`src/rtl/adder_activity_monitor.sv`:
```
// Adder consumer: checks registered sum against the previous cycle's A+B and accumulates
// sum toggle activity over a window. ACTIVITY_MON_INPUTS_EN also counts A/B toggles.
module adder_activity_monitor #(
    parameter int WIDTH  = 4,
    parameter int WINDOW = 16,
    parameter int CNT_W  = 16
) (
    input  logic               clk,
    input  logic               rst,
    input  logic [WIDTH-1:0]   A,
    input  logic [WIDTH-1:0]   B,
    input  logic [WIDTH:0]     sum,
    input  logic               start,
    output logic               busy,
    output logic               result_valid,
    input  logic               result_ack,
    output logic [CNT_W-1:0]   toggle_count,
    output logic [CNT_W-1:0]   mismatch_count
);

    // state | meaning
    // IDLE  | waiting for start; last window's counts still visible
    // RUN   | accumulating toggles/mismatches for WINDOW cycles
    // DONE  | result_valid high, counts frozen until result_ack
    typedef enum logic [1:0] {IDLE, RUN, DONE} state_t;

    localparam int INC_MAX = 3 * WIDTH + 1;
    localparam int INC_W   = $clog2(INC_MAX + 1);
    localparam int SUM_W   = ((CNT_W > INC_W) ? CNT_W : INC_W) + 1;
    localparam int CYC_W   = (WINDOW > 1) ? $clog2(WINDOW) : 1;

    localparam logic [CNT_W-1:0] CNT_MAX  = '1;
    localparam logic [CYC_W-1:0] CYC_LAST = CYC_W'(WINDOW - 1);

    state_t             state, state_nxt;
    logic [CYC_W-1:0]   cyc_cnt;
    logic [WIDTH:0]     prev_sum;
    logic [WIDTH-1:0]   a_d, b_d;
    logic               hist_v;

    logic [WIDTH:0]     exp_sum;
    logic [INC_W-1:0]   toggles;
    logic               mismatch_now;
    logic               last_cycle;
    logic [SUM_W-1:0]   toggle_wide;
    logic [CNT_W-1:0]   toggle_sat;
    logic [CNT_W-1:0]   mismatch_sat;

    function automatic logic [INC_W-1:0] popcount(input logic [WIDTH:0] v);
        logic [INC_W-1:0] n;
        n = '0;
        for (int i = 0; i <= WIDTH; i++) begin
            n = n + INC_W'(v[i]);
        end
        return n;
    endfunction

    // Carry kept so an overflowing operand pair still compares against a WIDTH+1 sum.
    assign exp_sum = {1'b0, a_d} + {1'b0, b_d};

`ifdef ACTIVITY_MON_INPUTS_EN
    assign toggles = popcount(sum ^ prev_sum)
                   + popcount({1'b0, A ^ a_d})
                   + popcount({1'b0, B ^ b_d});
`else
    assign toggles = popcount(sum ^ prev_sum);
`endif

    assign mismatch_now = hist_v && (sum != exp_sum);
    assign last_cycle   = (cyc_cnt == CYC_LAST);

    assign toggle_wide  = SUM_W'(toggle_count) + SUM_W'(toggles);
    assign toggle_sat   = (toggle_wide > SUM_W'(CNT_MAX)) ? CNT_MAX : toggle_wide[CNT_W-1:0];
    assign mismatch_sat = (mismatch_now && (mismatch_count != CNT_MAX))
                        ? mismatch_count + CNT_W'(1) : mismatch_count;

    always_ff @(posedge clk or posedge rst) begin
        if (rst) begin
            state <= IDLE;
        end else begin
            state <= state_nxt;
        end
    end

    always_comb begin
        state_nxt    = state;
        busy         = 1'b0;
        result_valid = 1'b0;
        case (state)
            IDLE: begin
                if (start) state_nxt = RUN;
            end
            RUN: begin
                busy = 1'b1;
                if (last_cycle) state_nxt = DONE;
            end
            DONE: begin
                result_valid = 1'b1;
                if (result_ack) state_nxt = IDLE;
            end
            default: state_nxt = IDLE;
        endcase
    end

    // History runs in every state so the first RUN cycle compares against real data.
    always_ff @(posedge clk or posedge rst) begin
        if (rst) begin
            prev_sum <= '0;
            a_d      <= '0;
            b_d      <= '0;
            hist_v   <= 1'b0;
        end else begin
            prev_sum <= sum;
            a_d      <= A;
            b_d      <= B;
            hist_v   <= 1'b1;
        end
    end

    always_ff @(posedge clk or posedge rst) begin
        if (rst) begin
            toggle_count   <= '0;
            mismatch_count <= '0;
            cyc_cnt        <= '0;
        end else begin
            case (state)
                IDLE: begin
                    if (start) begin
                        toggle_count   <= '0;
                        mismatch_count <= '0;
                        cyc_cnt        <= '0;
                    end
                end
                RUN: begin
                    toggle_count   <= toggle_sat;
                    mismatch_count <= mismatch_sat;
                    cyc_cnt        <= last_cycle ? '0 : cyc_cnt + CYC_W'(1);
                end
                default: ;
            endcase
        end
    end

endmodule

```
`config.mk`:
```
export PLATFORM = sky130hd
export DESIGN_NAME = adder_activity_monitor
export DESIGN_NICKNAME = d
export VERILOG_FILES = /design/src/rtl/adder_activity_monitor.sv
export SDC_FILE = /design/constraint.sdc
export NUM_CORES = 1
export LEC_CHECK = 0
export CORE_MARGIN = 1
export CORE_UTILIZATION = 40
export DETAILED_ROUTE_END_ITERATION = 12
export SKIP_LAST_GASP = 1
export SYNTH_ARGS = -nofsm -noshare
export SYNTH_HDL_FRONTEND = slang
export SYNTH_SLANG_ARGS = --single-unit
```
`constraint.sdc`:
```
create_clock -name clk -period 4.1 [get_ports clk]
set_clock_uncertainty 0.2 [all_clocks]
set_input_delay 0.82 -clock clk [delete_from_list [all_inputs] [get_ports clk]]
set_output_delay 0.82 -clock clk [all_outputs]
set_load 0.005 [all_outputs]
```
==> results.md <==
* Main synth FF type: dfrtp_1
* Tot GR Track Use at 0.188
* Post-synth top cells: dfrtp_1 (52), o21ai_0 (31), nand2_1 (26)
* Finished Layout Cells at 425
* Startpoint types: input port
* Synth top area cells: dfrtp_1 (47%), o21ai_0 (5.6%), ha_1 (4.5%)
* Period utilization at 0.929
* Synth Warn # at 0
* Worst path most repeated cell: fa_1
* Dpl hpwl at 4400 um
* Fin crit period at 3810 ps
* Biggest cell delay along the critical path at 500 ps
* Mux cell area share after synthesis at 0
* Setup crit end kind: flip-flop
* Synth Area in Compound Gates at 0.219
* Worst Tran Pin Value at 1070 ps
* Overflow after GRT at 0
* H-tree depth at 2
* CTS tree: yes
* Worst hold slack at 319 ps
* Share of layout cells above drive strength 1 at 0.107
* Core Util, Final at 0.528
* DR DRC count at 0
* Lkg Pwr at 1.57 nW
* Mapped cell area at 2790 um2
* Crit path depth at 14
* Pwr Density at 485 nW/um2
* Reg clk slew, reported paths at 90 ps
* Worst r2r path cells at 13
* Clock root buffer: clkbuf_8
* Area grow syn2layout at 27.7%
* Status: finished, final reports clean
* Critical-path cell list: dlygate4sd2_1 > xor2_1 > fa_1 > fa_1 > ha_2 > inv_1 > fa_2 > nor2b_2 > o2111a_1 > and4_1 > nand3_1 > buf_4 > o21ai_0 > a22o_1
* RSZ-0062 raised after global routing: no
* Cell family with most CP delay: adder cells
* Initial antenna violation count at 0
* IO Count at 51
* CTS buffer count at 5
* Post-synth net total at 313
* Register Area at 1300 um2
* Worst path slowest cell: fa_1
* Avg WL per Cell at 14.9 um
* Worst hold stages at 1
* Die area at 7320 um2
* Placed Cells at 416
* Mean Syn Cell Area at 9.91 um2
* Input/output buffers at 50
* Clk Latency, worst-skew pair at 310 ps
* WL final at 6320 um
* Crit Path Max Fanout at 7
* Critical path class: input port to flip-flop
* Ant diodes at 0
* Top cell type's share of synthesized area at 0.466
* Largest net degree at the start of global routing at 53
* Area leader, netlist: dfrtp_1
* Combinational family with the most area after synthesis: compound AO/OA/AOI/OAI gates
* Final WS setup at 289 ps
* CP bufs+invs at 3
* Initial Utilization at 0.414
* Arr. time, crit path at 3860 ps
* Final #Nets at 375
* Yosys reg bits at 52
* Slew headroom at 0.284
* Simple-Gate Fraction of Synth Area at 0.154
* Pre-CTS WS at -420 ps
* Crit path required time at 4150 ps
* Via/cell ratio at 5.49
* Deepest clock path buffer count at 2
* Setup violations, final at 0
* Post-route ant nets at 0
* Max Slew Vio Count at 0
* Drt first pass iters at 6
* Xor/xnor share of the synthesized area at 0.0533
* Most common cell in the netlist: dfrtp_1
* HP Class: flip-flop to flip-flop
* DR iter-0 viols at 121
* Filler cells at 647
* Die Wd at 85.6 um
* Clk sinks at 52
* Chip Height at 85.6 um
* Final Wtd Congestion at 0.835
* Final hold vios at 0
* Share of synthesized registers carrying an async set or reset at 1.00
* FP Rows at 30
* Vias post-DR at 2332
* Adder-Cell Fraction of Synth Area at 0.0734
* TNS Setup at 0 ps
* Post-synthesis sequential area ratio at 0.466
* Number of global-route vias before repair at 2274
* Post-synthesis cell count at 282
* EDFF count, synth at 0
* Max Fclk at 262 MHz
* Area of the multi-input gates at 1410 um2
* Distinct cells, synth at 47
* First-pass GRT wire length at 10700 um
* VDD IR max at 0.192 mV
* Std-Cell Core Area at 6760 um2
* MaxCap Viol Count at 0
-- area by class of cell --
type / count / share of cell area
inverters: 15 / 0.0158
clock buffers: 8 / 0.0252
multi-input cells: 206 / 0.396
well taps: 80 / 0.0281
flip-flops and latches: 52 / 0.365
repair buffers: 64 / 0.170
-- power breakdown --
group | switching, mW | internal [mW] | total (mW)
Clock | 0.171 | 0.138 | 0.310
Sequential | 0.102 | 0.593 | 0.695
Combinational | 0.358 | 0.367 | 0.725
Total | 0.631 | 1.10 | 1.73
-- through the flow --
| step | power [mW] | cell area [um2] |
|---|---|---|
| after floorplan | 1.13 | 2790 |
| after global placement | 1.40 | 3450 |
| after detailed placement | 1.41 | 3450 |
| after CTS | 1.74 | 3550 |
| after global routing | 1.88 | 3570 |
| final | 1.73 | 3570 |
-- worst paths after layout --
path | startpoint | endpoint | slack, ps
min | cyc_cnt[3]$_DFFE_PP0P_ | cyc_cnt[3]$_DFFE_PP0P_ | 320
min reg2reg | cyc_cnt[3]$_DFFE_PP0P_ | cyc_cnt[3]$_DFFE_PP0P_ | 320
max | sum[2] | toggle_count[11]$_DFFE_PP0P_ | 290
max in group asynchronous | rst | prev_sum[1]$_DFF_PP0_ | 2150
min in group asynchronous | rst | a_d[2]$_DFF_PP0_ | 890
max reg2reg | prev_sum[0]$_DFF_PP0_ | toggle_count[11]$_DFFE_PP0P_ | 630
-- registers in the layout, indices dropped and copies added (netlist names) --
name	cells
prev_sum	5
b_d	4
toggle_count	16
a_d	4
cyc_cnt	4
hist_v	1
mismatch_count	16
state	2
-- kinds of logic (layout without fill, tap and decap cells) --
group	Yosys count	count (layout)
and+or+nand+nor	85	85
adders and majority gates	14	14
xor gates and xnor gates	17	17
AOI/OAI and AO/OA	89	89
DFF	52	52
buffers and inverters	24	87
other	1	1
-- worst reg2reg max path, delay by kind of cell (launching register included) --
family / cells / cell delay [ps]
buffers and inverters: 2 / 220
xor gates and xnor gates: 1 / 190
AOI/OAI and AO/OA: 3 / 430
and+or+nand+nor: 3 / 450
adders and majority gates: 4 / 1520
DFF: 1 / 410
-- timing repair --
item | CTS | global route
setup buffers | 0 | 1
resized for setup | 3 | 4
setup endpoints to repair | 14 | 16
hold buffers | 0 | 0
pin swaps | 4 | 3
-- layout by cell type, fill, tap and decap left out, types with 3 or more instances in the layout --
master           count
xor2_1               8
a21o_1               6
nand4_1              3
nor3_1               3
clkdlybuf4s50_1     48
a31oi_1              6
buf_4               14
and3_1               5
dfrtp_1             52
nor2_1              20
inv_1               14
nand2_1             26
xnor2_1              8
nand2b_1             3
fa_1                 3
a21oi_1             15
nand3_1             11
o31ai_1              5
clkbuf_8             6
a31o_1               3
a22o_1               8
ha_1                 9
o21ai_0             30
-- metal layers --
layer  up-vias  global-route usage  wire length [um]
li1       1136                   -                 -
met1      1131               0.243              2870
met2        55               0.312              3090
met3        10              0.0462               279
met4         0              0.0561                76
met5         -                   0                 0
(Power assumes the default switching activity.)
